<file path="src/rtl/vitals_pkg.sv">
// Shared constants and state encoding for the vitals report frame transmitter.
package vitals_pkg;

  localparam logic [7:0] SOF_DEFAULT = 8'hA5;
  localparam logic [3:0] FRAME_LEN   = 4'd15;

  localparam logic [3:0] IDX_SOF  = 4'd0;
  localparam logic [3:0] IDX_SEQ  = 4'd1;
  localparam logic [3:0] IDX_CSUM = FRAME_LEN - 4'd1;

  typedef enum logic {IDLE, SEND} state_t;

endpackage

</file>
<file path="src/rtl/report_byte_mux.sv">
// Selects the frame byte for a given index from the frozen snapshot (checksum excluded).
module report_byte_mux
  import vitals_pkg::*;
#(
  parameter logic [7:0] SOF = SOF_DEFAULT
) (
  input  logic [3:0]  idx,
  input  logic [7:0]  seq,
  input  logic [15:0] steps,
  input  logic [31:0] distance,
  input  logic [7:0]  max_hr,
  input  logic [7:0]  avg_hr,
  input  logic [15:0] cal,
  input  logic [7:0]  time_el,
  input  logic [1:0]  hr_class,
  input  logic [1:0]  intensity,
  output logic [7:0]  byte_o
);

  always_comb begin
    byte_o = '0;
    case (idx)
      IDX_SOF: byte_o = SOF;
      IDX_SEQ: byte_o = seq;
      4'd2:    byte_o = steps[15:8];
      4'd3:    byte_o = steps[7:0];
      4'd4:    byte_o = distance[31:24];
      4'd5:    byte_o = distance[23:16];
      4'd6:    byte_o = distance[15:8];
      4'd7:    byte_o = distance[7:0];
      4'd8:    byte_o = max_hr;
      4'd9:    byte_o = avg_hr;
      4'd10:   byte_o = cal[15:8];
      4'd11:   byte_o = cal[7:0];
      4'd12:   byte_o = time_el;
      4'd13:   byte_o = {hr_class, intensity, 4'b0000};
      default: byte_o = '0;
    endcase
  end

endmodule

</file>
<file path="src/rtl/vitals_report_tx.sv">
// Snapshots step/classifier statistics on request and streams a 15-byte checksummed frame.
module vitals_report_tx
  import vitals_pkg::*;
#(
  parameter logic [7:0]  SOF    = SOF_DEFAULT,
  parameter int unsigned DROP_W = 8
) (
  input  logic              clk,
  input  logic              rst_n,
  input  logic              snap_req,
  input  logic [15:0]       total_steps,
  input  logic [31:0]       total_distance,
  input  logic [7:0]        max_heart_rate,
  input  logic [31:0]       average_heart_rate,
  input  logic [31:0]       total_calories,
  input  logic [7:0]        time_elapsed,
  input  logic [1:0]        hr_class,
  input  logic [1:0]        workout_intensity,
  output logic [7:0]        tx_data,
  output logic              tx_valid,
  input  logic              tx_ready,
  output logic              busy,
  output logic              frame_done,
  output logic [DROP_W-1:0] drop_cnt
);

  state_t state_q, state_d;
  logic [3:0]        idx_q, idx_d;
  logic [7:0]        csum_q, csum_d;
  logic [7:0]        seq_q, seq_d;
  logic [DROP_W-1:0] drop_cnt_q, drop_cnt_d;
  logic              frame_done_q, frame_done_d;

  logic [15:0] steps_q, steps_d;
  logic [31:0] dist_q, dist_d;
  logic [7:0]  max_hr_q, max_hr_d;
  logic [7:0]  avg_hr_q, avg_hr_d;
  logic [15:0] cal_q, cal_d;
  logic [7:0]  time_q, time_d;
  logic [1:0]  hr_class_q, hr_class_d;
  logic [1:0]  intensity_q, intensity_d;

  logic [7:0] mux_byte;
  logic       fire;

  report_byte_mux #(.SOF(SOF)) u_mux (
    .idx       (idx_q),
    .seq       (seq_q),
    .steps     (steps_q),
    .distance  (dist_q),
    .max_hr    (max_hr_q),
    .avg_hr    (avg_hr_q),
    .cal       (cal_q),
    .time_el   (time_q),
    .hr_class  (hr_class_q),
    .intensity (intensity_q),
    .byte_o    (mux_byte)
  );

  assign busy       = (state_q == SEND);
  assign tx_valid   = busy;
  assign frame_done = frame_done_q;
  assign drop_cnt   = drop_cnt_q;
  assign fire       = tx_valid && tx_ready;

  always_comb begin
    tx_data = '0;
    if (busy) tx_data = (idx_q == IDX_CSUM) ? (~csum_q + 8'd1) : mux_byte;
  end

  always_comb begin
    state_d      = state_q;
    idx_d        = idx_q;
    csum_d       = csum_q;
    seq_d        = seq_q;
    drop_cnt_d   = drop_cnt_q;
    frame_done_d = 1'b0;
    steps_d      = steps_q;
    dist_d       = dist_q;
    max_hr_d     = max_hr_q;
    avg_hr_d     = avg_hr_q;
    cal_d        = cal_q;
    time_d       = time_q;
    hr_class_d   = hr_class_q;
    intensity_d  = intensity_q;
    case (state_q)
      IDLE: begin
        if (snap_req) begin
          steps_d     = total_steps;
          dist_d      = total_distance;
          max_hr_d    = max_heart_rate;
          avg_hr_d    = (|average_heart_rate[31:8]) ? 8'hFF : average_heart_rate[7:0];
          cal_d       = (|total_calories[31:16]) ? 16'hFFFF : total_calories[15:0];
          time_d      = time_elapsed;
          hr_class_d  = hr_class;
          intensity_d = workout_intensity;
          idx_d       = IDX_SOF;
          csum_d      = '0;
          state_d     = SEND;
        end
      end
      SEND: begin
        // Requests during a frame, including its final handshake cycle, are only counted.
        if (snap_req && (drop_cnt_q != '1)) drop_cnt_d = drop_cnt_q + DROP_W'(1);
        if (fire) begin
          if ((idx_q != IDX_SOF) && (idx_q != IDX_CSUM)) csum_d = csum_q + mux_byte;
          if (idx_q == IDX_CSUM) begin
            state_d      = IDLE;
            idx_d        = IDX_SOF;
            seq_d        = seq_q + 8'd1;
            frame_done_d = 1'b1;
          end else begin
            idx_d = idx_q + 4'd1;
          end
        end
      end
      default: state_d = IDLE;
    endcase
  end

  always_ff @(posedge clk or negedge rst_n) begin
    if (!rst_n) begin
      state_q      <= IDLE;
      idx_q        <= '0;
      csum_q       <= '0;
      seq_q        <= '0;
      drop_cnt_q   <= '0;
      frame_done_q <= 1'b0;
      steps_q      <= '0;
      dist_q       <= '0;
      max_hr_q     <= '0;
      avg_hr_q     <= '0;
      cal_q        <= '0;
      time_q       <= '0;
      hr_class_q   <= '0;
      intensity_q  <= '0;
    end else begin
      state_q      <= state_d;
      idx_q        <= idx_d;
      csum_q       <= csum_d;
      seq_q        <= seq_d;
      drop_cnt_q   <= drop_cnt_d;
      frame_done_q <= frame_done_d;
      steps_q      <= steps_d;
      dist_q       <= dist_d;
      max_hr_q     <= max_hr_d;
      avg_hr_q     <= avg_hr_d;
      cal_q        <= cal_d;
      time_q       <= time_d;
      hr_class_q   <= hr_class_d;
      intensity_q  <= intensity_d;
    end
  end

endmodule
</file>
<file path="config.mk">
export PLATFORM = sky130hd
export DESIGN_NAME = vitals_report_tx
export DESIGN_NICKNAME = d
export VERILOG_FILES = /design/src/rtl/vitals_pkg.sv /design/src/rtl/report_byte_mux.sv /design/src/rtl/vitals_report_tx.sv
export SDC_FILE = /design/constraint.sdc
export NUM_CORES = 1
export LEC_CHECK = 0
export CORE_MARGIN = 2
export CORE_UTILIZATION = 54
export CTS_CLUSTER_DIAMETER = 60
export DETAILED_ROUTE_END_ITERATION = 6
export PLACE_DENSITY_LB_ADDON = 0.3
export SYNTH_ARGS = -nofsm -noshare
export SYNTH_HDL_FRONTEND = slang
export SYNTH_SLANG_ARGS = --single-unit
</file>
<file path="constraint.sdc">
create_clock -name clk -period 8.36 [get_ports clk]
set_input_delay 1.672 -clock clk [delete_from_list [all_inputs] [get_ports clk]]
set_output_delay 1.672 -clock clk [all_outputs]
set_load 0.03 [all_outputs]
</file>
==> After elaboration in Yosys (flattened, before gate mapping) <==
Cells that the tools add are included.
{ "word_totals": {"ff_bits": 122} }
{ "op_classes": {"mux": 20, "addsub": 5, "n_eq_ne": 19, "bitwise_logic": 2, "reduce_logical": 12} }
{ "op_table": {"columns": ["operator", "n"], "rows": [
  ["case mux 8 bit (14 select lines)", 1],
  ["2-to-1 mux 8 bit", 6],
  ["equality test 4 bit (second input constant)", 7],
  ["adder 8 x 1 -> 8 bit (second input constant)", 3],
  ["OR reduction 24 bit", 1],
  ["equality test 4 x 3 -> 1 bit (second input constant)", 4],
  ["2-to-1 mux 16 bit", 1],
  ["case mux 8 bit (2 select lines)", 1],
  ["OR reduction 16 bit", 1],
  ["2-to-1 mux 4 bit", 3],
  ["adder 8 bit", 1],
  ["equality test 4 x 2 -> 1 bit (second input constant)", 2],
  ["!= test 8 bit (second input constant)", 1],
  ["NOT 8 bit", 1],
  ["case mux 4 bit (2 select lines)", 1],
  ["2-to-1 mux 1 bit", 6],
  ["AND reduction 2 bit", 3],
  ["AND reduction 3 bit", 2],
  ["adder 4 x 1 -> 4 bit (second input constant)", 1],
  ["equality test 4 x 1 -> 1 bit (second input constant)", 1],
  ["zero test 4 bit", 1],
  ["!= test 2 x 1 -> 1 bit (second input constant)", 2],
  ["!= test 4 bit (second input constant)", 1],
  ["nonzero test 4 bit", 1],
  ["other kinds (4)", 6]
]} }

==> Depth between registers and ports, before layout <==
Gate-level depths: netlist (run 1).
{ "logic_depth": {"word_depth": 6, "depth_mapped": 16} }

==> Modules after synthesis <==
A second synthesis (run 1) with hierarchy kept.
{ "hier_totals": {"hier_cells": 727, "hier_area_um2": 6498.7} }
{ "by_module_without_submodules": {"columns": ["module", "area_per_inst_um2", "cells_per_inst", "instances"], "rows": [
  ["vitals_report_tx", 5315.1, 561, 1],
  ["report_byte_mux", 1183.6, 166, 1]
]} }

==> Worst setup path after synthesis (run 1) <==
OpenSTA, ideal clock, no wires.
{ "synth_path": {"path_kind": "register to output", "start": "register idx_q[0]", "end": "output tx_data[0]", "arrival_time_ps": 1773, "slack_ps": 4915, "path_stages_with_launch": 9, "required_time_ps": 6688, "path_cell_list": "dfrtp_1 buf_6 buf_2 nand2_1 nor3_1 a311oi_1 o21ai_0 a211o_1 o21a_1"} }
{ "synth_between": {"elab_chain_cells": 4} }
{ "synth_lines": {"columns": ["element", "line_no", "source"], "rows": [
  ["start: declaration", "vitals_report_tx.sv:28", "logic [3:0] idx_q, idx_d;"],
  ["start signal: assignment", "vitals_report_tx.sv:139", "idx_q <= idx_d;"],
  ["equality test 4 bit, or another cell as far along", "report_byte_mux.sv:22", "case (idx)"],
  ["case mux 8 bit (14 select lines)", "report_byte_mux.sv:22", null],
  ["2-to-1 mux 8 bit (*) (2 in series)", "vitals_report_tx.sv:68", "if (busy) tx_data = (idx_q == IDX_CSUM) ? (~csum_q + 8'd1) : mux_byte;"],
  ["end: declaration", "vitals_report_tx.sv:19", "output logic [7:0] tx_data,"]
]} }
Every way passes the cells marked *; elsewhere a longest branch is shown, timed or not.

==> Final worst setup path (run 1) <==
{ "layout_path": {"start": "register idx_q[0]", "end": "output tx_data[1]"} }
Same word-level chain as after synthesis.

==> qor.txt, run 1 <==
=================================================================================================
Outcome                                                                              finished clean
Warnings from Yosys                                                                             0
Multi-input logic area                                                                   2990 um2
Root Driver                                                                          sky130_fd_sc_hd__clkbuf_16
Maximum clock skew at final layout                                                     0.00603 ns
Worst setup EP type                                                                    output pin
Final #Nets                                                                                   987
Placement-stage worst setup slack                                                         3.90 ns
DRC violation total after the first TritonRoute iteration                                     452
Final Hold Violating Endpoints                                                                  0
Area share of the largest cell type after synthesis                                         48.6%
DPL Wire Length                                                                          13500 um
Fraction of the cycle the final worst path needs                                            58.8%
Cell row count                                                                                 39
Arrival time worst endpoint                                                               3.24 ns
Crit path setup slack, layout                                                             3.44 ns
Buffer count from post-CTS setup fixing                                                         0
Setup repair after global routing missed its margin                                         false
Hold crit path type                                                                    reg -> reg
Number of distinct library cell variants in the gate-level netlist after synthesis             60
Routed len/inst                                                                           18.5 um
# fillers                                                                                     812
CTS Buf Count                                                                                  17
Worst-path clk slew                                                                       0.06 ns
Required time worst endpoint                                                              6.69 ns
Maximum frequency from static timing analysis                                             203 MHz
EDFF count, synth                                                                               0
Hold_ws                                                                                  0.476 ns
Seq. cell area                                                                           3050 um2
Iteration count of the initial detailed-routing pass                                            5
Antenna violations before repair                                                                0
Peak ir drop on the vdd network                                                          0.270 mV
Critical path class                                                                    reg -> out
Depth of the CTS H-tree                                                                         4
#FFs+latches synth                                                                            122
Hold buffer count at CTS                                                                        0
Antenna Diode Count                                                                             0
Summed negative setup slack over all endpoints                                               0 ns
Worst-skew pair later-pin latency                                                         0.42 ns
Max-capacitance violation count                                                                 0
Biggest area consumer among synthesized cells                                        sky130_fd_sc_hd__dfrtp_1
Number of nets produced by synthesis                                                          851
Wire length of the first global-routing pass                                             30000 um
Setup Viol. Count Final                                                                         0
Count of vias placed by the detailed router                                                  5762
Number of buffers inserted by port buffering                                                  154
Total routing resource utilization after global routing                                     30.7%
Worst-margin pin slew                                                                    0.978 ns
Leakage power of the design                                                               3.85 nW
Antenna-violating nets left                                                                     0
Width of the die                                                                           112 um
Synth async-reset ratio                                                                      100%
Signed area change from the synthesized netlist to the final layout                         34.5%
Overflow left after global routing                                                              0
CP startpoint kind                                                                       register
Most frequently used flop master after synthesis                                     sky130_fd_sc_hd__dfrtp_1
Average footprint of a synthesized cell                                                  8.93 um2
Die H                                                                                      112 um
Power density relative to cell area                                                    263 nW/um2
Top fanout value on the critical path                                                          38
Number of global-route vias before repair                                                    5954
Clock tree from TritonCTS                                                                   built
WL final                                                                                 18500 um
Number of pins with negative max-slew slack in the final report                                 0
Placeable Area                                                                          11400 um2
Final period demand of the worst path                                                     4.92 ns
Detailed-route vias per instance                                                             5.79
Die area                                                                                12500 um2
Clk buf depth                                                                                   2
Layout cells sized above 1                                                                  6.57%
Number of placed I/O pins                                                                     155
Count leader, synth                                                                  sky130_fd_sc_hd__nand2_1
Netlist area before placement                                                            6290 um2
Detailed-route DRC error count                                                                  0
Share of synthesized area occupied by flip-flops and latches                                48.6%
Number of sinks driven by the clock tree                                                      122
Total Power                                                                               2.22 mW
Normalized max-slew margin                                                                  34.7%
Starting Density                                                                            55.3%
Post-synthesis instance total                                                                 704
Pin count of the biggest net entering global routing                                           65
Final weighted congestion of routability-driven global placement                            0.941
Ranking of synthesized cells by instance count                                       sky130_fd_sc_hd__nand2_1, sky130_fd_sc_hd__dfrtp_1, sky130_fd_sc_hd__nand3_1, sky130_fd_sc_hd__nor2_1, sky130_fd_sc_hd__o21ai_0
Post-CTS Resized                                                                                0
Top cells by area, synth                                                             sky130_fd_sc_hd__dfrtp_1, sky130_fd_sc_hd__nand2_1, sky130_fd_sc_hd__o22a_1
=================================================================================================
critical path: stages (launching register included):
cell	delay (ns)
sky130_fd_sc_hd__dfrtp_1	0.35
sky130_fd_sc_hd__buf_4	0.39
sky130_fd_sc_hd__nor2b_1	0.53
sky130_fd_sc_hd__a22oi_1	0.17
sky130_fd_sc_hd__o32ai_1	0.25
sky130_fd_sc_hd__a221o_1	0.17
sky130_fd_sc_hd__a221oi_2	0.07
sky130_fd_sc_hd__a21boi_1	0.19
sky130_fd_sc_hd__clkdlybuf4s50_1	0.69
cells by family (layout without fill, tap and decap cells):
group	count (synthesis)	count (layout)	share of synthesized area (%)
and+or+nand+nor	350	350	24.1
AOI/OAI and AO/OA	125	125	14.5
DFF	122	122	48.6
buffers and inverters	55	204	4.02
xor gates and xnor gates	22	22	3.07
muxes	19	19	3.44
adders and majority gates	11	11	2.31
stage by stage:
step,cells,area [um2],util [%]
after floorplan,704,6290,-
after CTS,996,8450,74.4
after global routing,996,8450,74.4
after detailed placement,964,7860,69.1
after global placement,964,7860,69.1
final,996,8450,74.4
sequential cells by signal, summed over array words and instances (netlist names):
register,flops
idx_q,4
csum_q,8
drop_cnt,8
steps_q,16
max_hr_q,8
time_q,8
frame_done,1
busy,1
cal_q,16
intensity_q,2
hr_class_q,2
seq_q,8
dist_q,32
avg_hr_q,8
report_power, final:
part / leakage [nW] / switching (mW) / internal (mW)
clock: 0.283 / 0.278 / 0.469
combinational: 2.06 / 0.380 / 0.320
sequential: 1.50 / 0.0967 / 0.680
total: 3.85 / 0.754 / 1.47
routing by layer:
layer  routed length (um)  track usage (%)  vias to the layer above
met2                 9390             53.0                      243
met3                 1070             7.24                       33
met4                  449             9.71                        0
li1                     -                -                     2697
met5                    0                0                        -
met1                 7560             38.2                     2789
layout make-up:
class                   count  share of cell area, %
flip-flops and latches    122                   36.1
multi-input cells         527                   35.4
repair buffers            161                   18.8
clock buffers              18                   5.08
well taps                 143                   2.12
clock inverters            14                   2.01
inverters                  11                  0.488
worst paths after layout:
| check | end | slack, ns | from | cells past startpoint |
|---|---|---|---|---|
| max | tx_data[1] | 3.44 | idx_q[0] | 8 |
| min | intensity_q[0] | 0.48 | intensity_q[0] | 2 |
| max reg2reg | csum_q[7] | 4.71 | idx_q[0] | 14 |
| min reg2reg | intensity_q[0] | 0.48 | intensity_q[0] | 2 |
| max in group asynchronous | avg_hr_q[0] | 5.77 | rst_n | 2 |
| min in group asynchronous | drop_cnt[4] | 1.31 | rst_n | 1 |
placed cells by master (no fill, tap or decap), drive strengths merged, types with 14 or more instances in the layout:
cell type and count:
nor2b 14, clkdlybuf4s50 153, o22a 17, dfrtp 122, o21ai 24, inv 14, nand3 25, clkbuf 18
nand2 240, nor2 24
Power figures use the tool's default switching activity.
==> run 2: changes to the inputs <==
--- a/config.mk
+++ b/config.mk
@@ -6,7 +6,7 @@
 export NUM_CORES = 1
 export LEC_CHECK = 0
 export CORE_MARGIN = 2
-export CORE_UTILIZATION = 54
+export CORE_UTILIZATION = 45
 export CTS_CLUSTER_DIAMETER = 60
 export DETAILED_ROUTE_END_ITERATION = 6
 export PLACE_DENSITY_LB_ADDON = 0.3
==> constraint.sdc (replaced) <==
create_clock -name clk -period 4.14 [get_ports clk]
set_input_delay 0.828 -clock clk [delete_from_list [all_inputs] [get_ports clk]]
set_output_delay 0.828 -clock clk [all_outputs]
set_load 0.03 [all_outputs]
==> qor.txt, run 2 (synthesis gave the netlist of run 1 again) <==
======================================================================================
Wire length of the first global-routing pass                                  29600 um
Required time worst endpoint                                                   3.31 ns
Antenna-violating nets left                                                          0
Depth of the worst register-to-register path                                        13
Detailed-route DRC error count                                                       0
DPL Wire Length                                                               14400 um
Number of sinks driven by the clock tree                                           122
Worst setup EP type                                                         output pin
Iteration count of the initial detailed-routing pass                                 5
Die H                                                                           122 um
Instance area at placement                                                    8020 um2
Detailed-route vias per instance                                                  5.43
Die area                                                                     14900 um2
Library cell contributing the largest single delay on the critical path   sky130_fd_sc_hd__clkdlybuf4s50_1
Setup Viol. Count Final                                                              0
Worst-margin pin slew                                                          1.04 ns
Setup slack of the most critical reg-to-reg path                               0.68 ns
Worst-path clk slew                                                            0.06 ns
Final period demand of the worst path                                          3.91 ns
Critical path class                                                         reg -> out
Power density relative to cell area                                         526 nW/um2
Register with the most flip-flops                                               dist_q
Largest regs                                                              dist_q: 32 flops, cal_q: 16 flops, steps_q: 16 flops
Placeable Area                                                               13800 um2
Maximum clock skew at final layout                                           0.0102 ns
Final design area excluding fillers                                           8630 um2
Final Core Density                                                               62.7%
Outcome                                                                   finished clean
Leakage power of the design                                                    3.92 nW
Number of pins with negative max-slew slack in the final report                      0
Fin cells                                                                         1045
Ordered cell list for the critical path                                   nor2b_1 > buf_4 > nand3_1 > a21oi_1 > a311oi_1 > o211ai_1 > o21a_1 > clkdlybuf4s50_1
Normalized max-slew margin                                                       30.6%
Setup repair after global routing missed its margin                              false
Signed area change from the synthesized netlist to the final layout              37.3%
Clk buf depth                                                                        2
Peak ir drop on the vdd network                                               0.325 mV
Grt met3 use                                                                     5.10%
Flip-flop count of the largest register, all copies and words added                 32
Depth of the CTS H-tree                                                              4
Worst-skew pair later-pin latency                                              0.42 ns
Met1 routing resource usage after global routing                                 34.5%
Antenna Diode Count                                                                  0
Maximum frequency from static timing analysis                                  256 MHz
Most common cell after layout, fill and taps aside                        sky130_fd_sc_hd__nand2_1
Clock tree from TritonCTS                                                        built
Hold buffer count at CTS                                                             0
Origin of the critical flop-to-flop path                                      idx_q[0]
Root Driver                                                               sky130_fd_sc_hd__clkbuf_16
Fraction of the cycle the final worst path needs                                 94.4%
Most crowded layer after global routing                                           met2
CP startpoint kind                                                            register
Summed negative setup slack over all endpoints                                    0 ns
Most frequent cells in the layout                                         sky130_fd_sc_hd__nand2_1, sky130_fd_sc_hd__clkdlybuf4s50_1, sky130_fd_sc_hd__dfrtp_1, sky130_fd_sc_hd__nand3_1
Antenna violations before repair                                                     0
Beginning of the worst hold path                                           avg_hr_q[0]
Total routing resource utilization after global routing                          26.5%
Worst r2r dst                                                                csum_q[7]
Max-capacitance violation count                                                      0
Final #Nets                                                                        999
Number of global-route vias before repair                                         5580
Met2 routing resource usage after global routing                                 44.4%
CTS Buf Count                                                                       17
Total Power                                                                    4.54 mW
Count of vias placed by the detailed router                                       5676
Routed len/inst                                                                18.2 um
Width of the die                                                                122 um
Final Hold Violating Endpoints                                                       0
Endpoint of the worst hold-timing path                                     avg_hr_q[0]
Crit path largest cell delay                                                   0.66 ns
Pin count of the biggest net entering global routing                                65
Cell row count                                                                      43
Number of placed I/O pins                                                          155
Overflow left after global routing                                                   0
Arrival time worst endpoint                                                    3.08 ns
Cell depth of the worst hold path                                                    2
Hold crit path type                                                         reg -> reg
Top fanout value on the critical path                                               14
WL final                                                                      19000 um
Starting Density                                                                 45.6%
Layout cells sized above 1                                                       8.21%
Final weighted congestion of routability-driven global placement                 0.904
Cells after DPL                                                                   1013
Number of buffers inserted by port buffering                                       154
DRC violation total after the first TritonRoute iteration                          510
======================================================================================
==> run 2: changes by cell type in the layout (fill, tap and decap cells not counted), moves of 2 or more <==
cell	before	now
sky130_fd_sc_hd__dfrtp_1	122	120
sky130_fd_sc_hd__dfrtp_2	0	2
sky130_fd_sc_hd__inv_6	3	1
sky130_fd_sc_hd__buf_4	8	18
sky130_fd_sc_hd__buf_12	0	2
sky130_fd_sc_hd__clkinv_4	1	4
==> run 2: worst max-delay path by stage <==
stage / slack, ns / cells after the start / start / to
global route: 0.13 / 7 / idx_q[2] / tx_data[7]
detailed placement: 0.57 / 8 / idx_q[3] / tx_data[4]
CTS: 0.11 / 8 / idx_q[3] / tx_data[4]
finish: 0.23 / 8 / idx_q[2] / tx_data[4]
floorplan: 1.23 / 14 / idx_q[0] / csum_q[7]
global placement: 0.57 / 8 / idx_q[3] / tx_data[4]
==> run 2: power breakdown <==
part	switching (mW)	total, mW	leakage [nW]	internal [mW]
sequential	0.229	1.60	1.50	1.37
combinational	0.741	1.42	2.13	0.679
clock	0.557	1.52	0.292	0.962
==> run 2: worst max-delay path, delay by kind of cell, from the launching register on <==
family / cells / cell delay, ns
buffers and inverters: 2 / 0.87
AO/OA/AOI/OAI: 4 / 0.81
flip-flops: 1 / 0.58
AND/OR/NAND/NOR: 2 / 0.39
==> run 2: metrics by stage <==
stage | hold WS [ns] | worst slack [ns]
final | 0.469 | 0.231
after global routing | 0.512 | 0.127
after CTS | 0.472 | 0.110
after detailed placement | 0.459 | 0.566
after global placement | 0.452 | 0.569
after floorplan | 0.433 | 1.23
==> run 2: area by class of cell <==
type / instances / area [um2]
timing repair buffer: 173 / 1710
sequential: 122 / 3060
tap: 180 / 225
inverter: 11 / 41.3
fill: 1191 / 5140
clock buffer: 18 / 439
clock inverter: 14 / 171
multi-input combinational: 527 / 2990
==> run 2: metal layers <==
layer,vias to the layer above,wire (um)
met3,32,996
li1,2717,-
met1,2724,8220
met4,0,379
met2,203,9420
met5,-,0
==> run 2: repair_timing <==
action                                  in CTS  in global routing
resized for setup                            0                  2
endpoints found under the hold margin        0                  0
endpoints found under the setup margin       0                  2
buffers inserted                             0                  0
==> run 3: changes to the inputs <==
--- a/config.mk
+++ b/config.mk
@@ -5,6 +5,7 @@
 export SDC_FILE = /design/constraint.sdc
 export NUM_CORES = 1
 export LEC_CHECK = 0
+export ABC_AREA = 1
 export CORE_MARGIN = 2
 export CORE_UTILIZATION = 45
 export CTS_CLUSTER_DIAMETER = 60
==> qor.txt, run 3 <==
=================================================================================================
Most frequent cells in the layout                                                    sky130_fd_sc_hd__nand2_1, sky130_fd_sc_hd__clkdlybuf4s50_1, sky130_fd_sc_hd__dfrtp_1, sky130_fd_sc_hd__inv_1, sky130_fd_sc_hd__o21ai_0
Count leader, synth                                                                  sky130_fd_sc_hd__nand2_1
Worst-skew pair later-pin latency                                                         0.41 ns
Total routing resource utilization after global routing                                     24.1%
Hold buffer count at CTS                                                                        0
Peak ir drop on the vdd network                                                          0.324 mV
Detailed-route vias per instance                                                             4.99
Hold crit path type                                                                   in -> async
Layout cells sized above 1                                                                  5.91%
Gate power share                                                                            40.5%
Internal power summed over all cells                                                      3.67 mW
Detailed-route DRC error count                                                                  0
Cell row count                                                                                 42
Share of power burned in the clock network                                                  24.8%
Max-capacitance violation count                                                                 0
Number of buffers inserted by port buffering                                                  154
DPL Wire Length                                                                          12600 um
Depth of the CTS H-tree                                                                         4
Number of sinks driven by the clock tree                                                      122
Synth async-reset ratio                                                                      100%
Switching power                                                                           2.36 mW
Average footprint of a synthesized cell                                                  7.63 um2
Final weighted congestion of routability-driven global placement                            0.970
Iteration count of the initial detailed-routing pass                                            7
Wire length of the first global-routing pass                                             27300 um
Final Core Density                                                                          64.0%
Largest regs                                                                         dist_q: 32 flops, cal_q: 16 flops, steps_q: 16 flops
Number of placed I/O pins                                                                     155
Top fanout value on the critical path                                                           8
Area share of the largest cell type after synthesis                                         49.1%
Antenna violations before repair                                                                0
Warnings from Yosys                                                                             0
Post-synthesis instance total                                                                 815
Placeable Area                                                                          13300 um2
Cells after DPL                                                                              1127
Flip-flop count of the largest register, all copies and words added                            32
Biggest area consumer among synthesized cells                                        sky130_fd_sc_hd__dfrtp_1
Number of pins with negative max-slew slack in the final report                                 0
Final Hold Violating Endpoints                                                                  0
WL final                                                                                 16800 um
Most common cell after layout, fill and taps aside                                   sky130_fd_sc_hd__nand2_1
Register with the most flip-flops                                                          dist_q
Fraction of the cycle the final worst path needs                                            92.7%
Worst setup EP type                                                                    output pin
Signed area change from the synthesized netlist to the final layout                         37.4%
Maximum frequency from static timing analysis                                             261 MHz
# fillers                                                                                    1132
CP startpoint kind                                                                       register
Fraction of power consumed by sequential logic                                              34.7%
Number of global-route vias before repair                                                    5602
Top cells by area, synth                                                             sky130_fd_sc_hd__dfrtp_1, sky130_fd_sc_hd__nand2_1, sky130_fd_sc_hd__inv_1
Clock tree from TritonCTS                                                                   built
Count of vias placed by the detailed router                                                  5775
Setup Viol. Count Final                                                                         0
Maximum clock skew at final layout                                                     0.00707 ns
Power density relative to cell area                                                    705 nW/um2
Normalized max-slew margin                                                                  31.1%
Critical path class                                                                    reg -> out
Number of nets produced by synthesis                                                          962
#FFs+latches synth                                                                            122
Fin cells                                                                                    1157
Final #Nets                                                                                  1117
Overflow left after global routing                                                              0
EDFF count, synth                                                                               0
Outcome                                                                              finished clean
Net Sw Frac                                                                                 39.2%
Leakage power of the design                                                               4.15 nW
Summed negative setup slack over all endpoints                                               0 ns
Required time worst endpoint                                                              3.31 ns
Final period demand of the worst path                                                     3.84 ns
Pin count of the biggest net entering global routing                                          119
Antenna-violating nets left                                                                     0
Clk buf depth                                                                                   2
Worst-path clk slew                                                                       0.05 ns
Antenna Diode Count                                                                             0
Ranking of synthesized cells by instance count                                       sky130_fd_sc_hd__nand2_1, sky130_fd_sc_hd__dfrtp_1, sky130_fd_sc_hd__inv_1, sky130_fd_sc_hd__o21ai_0, sky130_fd_sc_hd__nor2_1
DRC violation total after the first TritonRoute iteration                                     403
Die area                                                                                14800 um2
Arrival time worst endpoint                                                               3.01 ns
Routed len/inst                                                                           14.5 um
Share of synthesized area occupied by flip-flops and latches                                49.1%
Most frequently used flop master after synthesis                                     sky130_fd_sc_hd__dfrtp_1
Number of distinct library cell variants in the gate-level netlist after synthesis             37
Die H                                                                                      122 um
Worst-margin pin slew                                                                     1.03 ns
CTS Buf Count                                                                                  17
Setup repair after global routing missed its margin                                         false
Starting Density                                                                            46.6%
Root Driver                                                                          sky130_fd_sc_hd__clkbuf_16
Width of the die                                                                           122 um
Buffer count from post-CTS setup fixing                                                         0
Post-CTS Resized                                                                                0
Netlist area before placement                                                            6220 um2
=================================================================================================
run 3: cell count changes after synthesis, moves of 8 or more:
cell | before | now
sky130_fd_sc_hd__o21a_1 | 9 | 0
sky130_fd_sc_hd__mux2i_1 | 10 | 0
sky130_fd_sc_hd__inv_2 | 0 | 8
sky130_fd_sc_hd__o22a_1 | 17 | 0
sky130_fd_sc_hd__nor2b_1 | 13 | 0
sky130_fd_sc_hd__inv_1 | 11 | 89
sky130_fd_sc_hd__nor3_1 | 12 | 4
sky130_fd_sc_hd__o21ai_0 | 23 | 62
sky130_fd_sc_hd__nor2_1 | 23 | 59
sky130_fd_sc_hd__a22oi_1 | 8 | 0
sky130_fd_sc_hd__nand2_1 | 240 | 299
sky130_fd_sc_hd__o22ai_1 | 2 | 15
run 3: power groups by stage:
stage / combinational (mW) / clock (mW) / sequential (mW)
after floorplan: 1.57 / 0 / 2.02
after global placement: 2.36 / 0 / 2.09
after detailed placement: 2.42 / 0 / 2.09
after CTS: 2.44 / 1.51 / 2.08
after global routing: 2.74 / 1.56 / 2.15
final: 2.44 / 1.50 / 2.09
run 3: critical path, stage by stage, from the launching register on:
cell and delay, ns:
sky130_fd_sc_hd__dfrtp_1 0.44, sky130_fd_sc_hd__nor2_2 0.32, sky130_fd_sc_hd__inv_1 0.12, sky130_fd_sc_hd__nor2_1 0.37
sky130_fd_sc_hd__nand2_1 0.09, sky130_fd_sc_hd__nand4_1 0.13, sky130_fd_sc_hd__nand3b_1 0.13, sky130_fd_sc_hd__nor2_1 0.07
sky130_fd_sc_hd__a21oi_1 0.20, sky130_fd_sc_hd__clkdlybuf4s50_1 0.71
run 3: layer usage:
metal	track usage, %	vias to the layer above	part of all wire [%]	wire [um]
met5	0	-	0	0
met4	8.69	0	1.9	322
met3	7.02	29	8.0	1340
met2	36.9	231	45	7500
met1	32.8	2620	45	7590
li1	-	2895	-	-
run 3: worst paths after layout:
path / to / slack, ns / from / depth (start not counted)
max: tx_data[0] / 0.30 / idx_q[1] / 9
min: time_q[5] / 0.47 / rst_n / 1
max reg2reg: csum_q[6] / 0.98 / idx_q[1] / 18
min reg2reg: seq_q[7] / 0.47 / seq_q[7] / 1
max in group asynchronous: steps_q[12] / 2.87 / rst_n / 2
min in group clk: seq_q[7] / 0.47 / seq_q[7] / 1
run 3: cell type report:
cell class | instances | area (um2) | share of cell area, %
timing repair buffer | 159 | 1590 | 18.6
sequential | 122 | 3050 | 35.7
inverter | 98 | 368 | 4.30
multi-input combinational | 572 | 2710 | 31.8
clock buffer | 23 | 488 | 5.71
clock inverter | 7 | 115 | 1.35
tap | 176 | 220 | 2.58
run 3: kinds of logic after synthesis:
group / Yosys count / synth area share [%]
AND/OR/NAND/NOR: 430 / 28.5
flip-flops: 122 / 49.1
buffers and inverters: 121 / 7.40
AO/OA/AOI/OAI: 113 / 10.1
XOR/XNOR: 17 / 2.39
adder cells (fa/ha/maj): 11 / 2.33
multiplexers: 1 / 0.181
run 3: stage by stage:
stage / setup WS [ns] / area [um2] / hold WS, ns / power, mW
CTS: 0.343 / 8550 / 0.469 / 6.03
global route: 0.109 / 8550 / 0.483 / 6.45
finish: 0.303 / 8550 / 0.468 / 6.03
floorplan: 1.54 / 6220 / 0.442 / 3.59
detailed placement: 0.793 / 7940 / 0.458 / 4.51
global placement: 0.844 / 7940 / 0.455 / 4.45
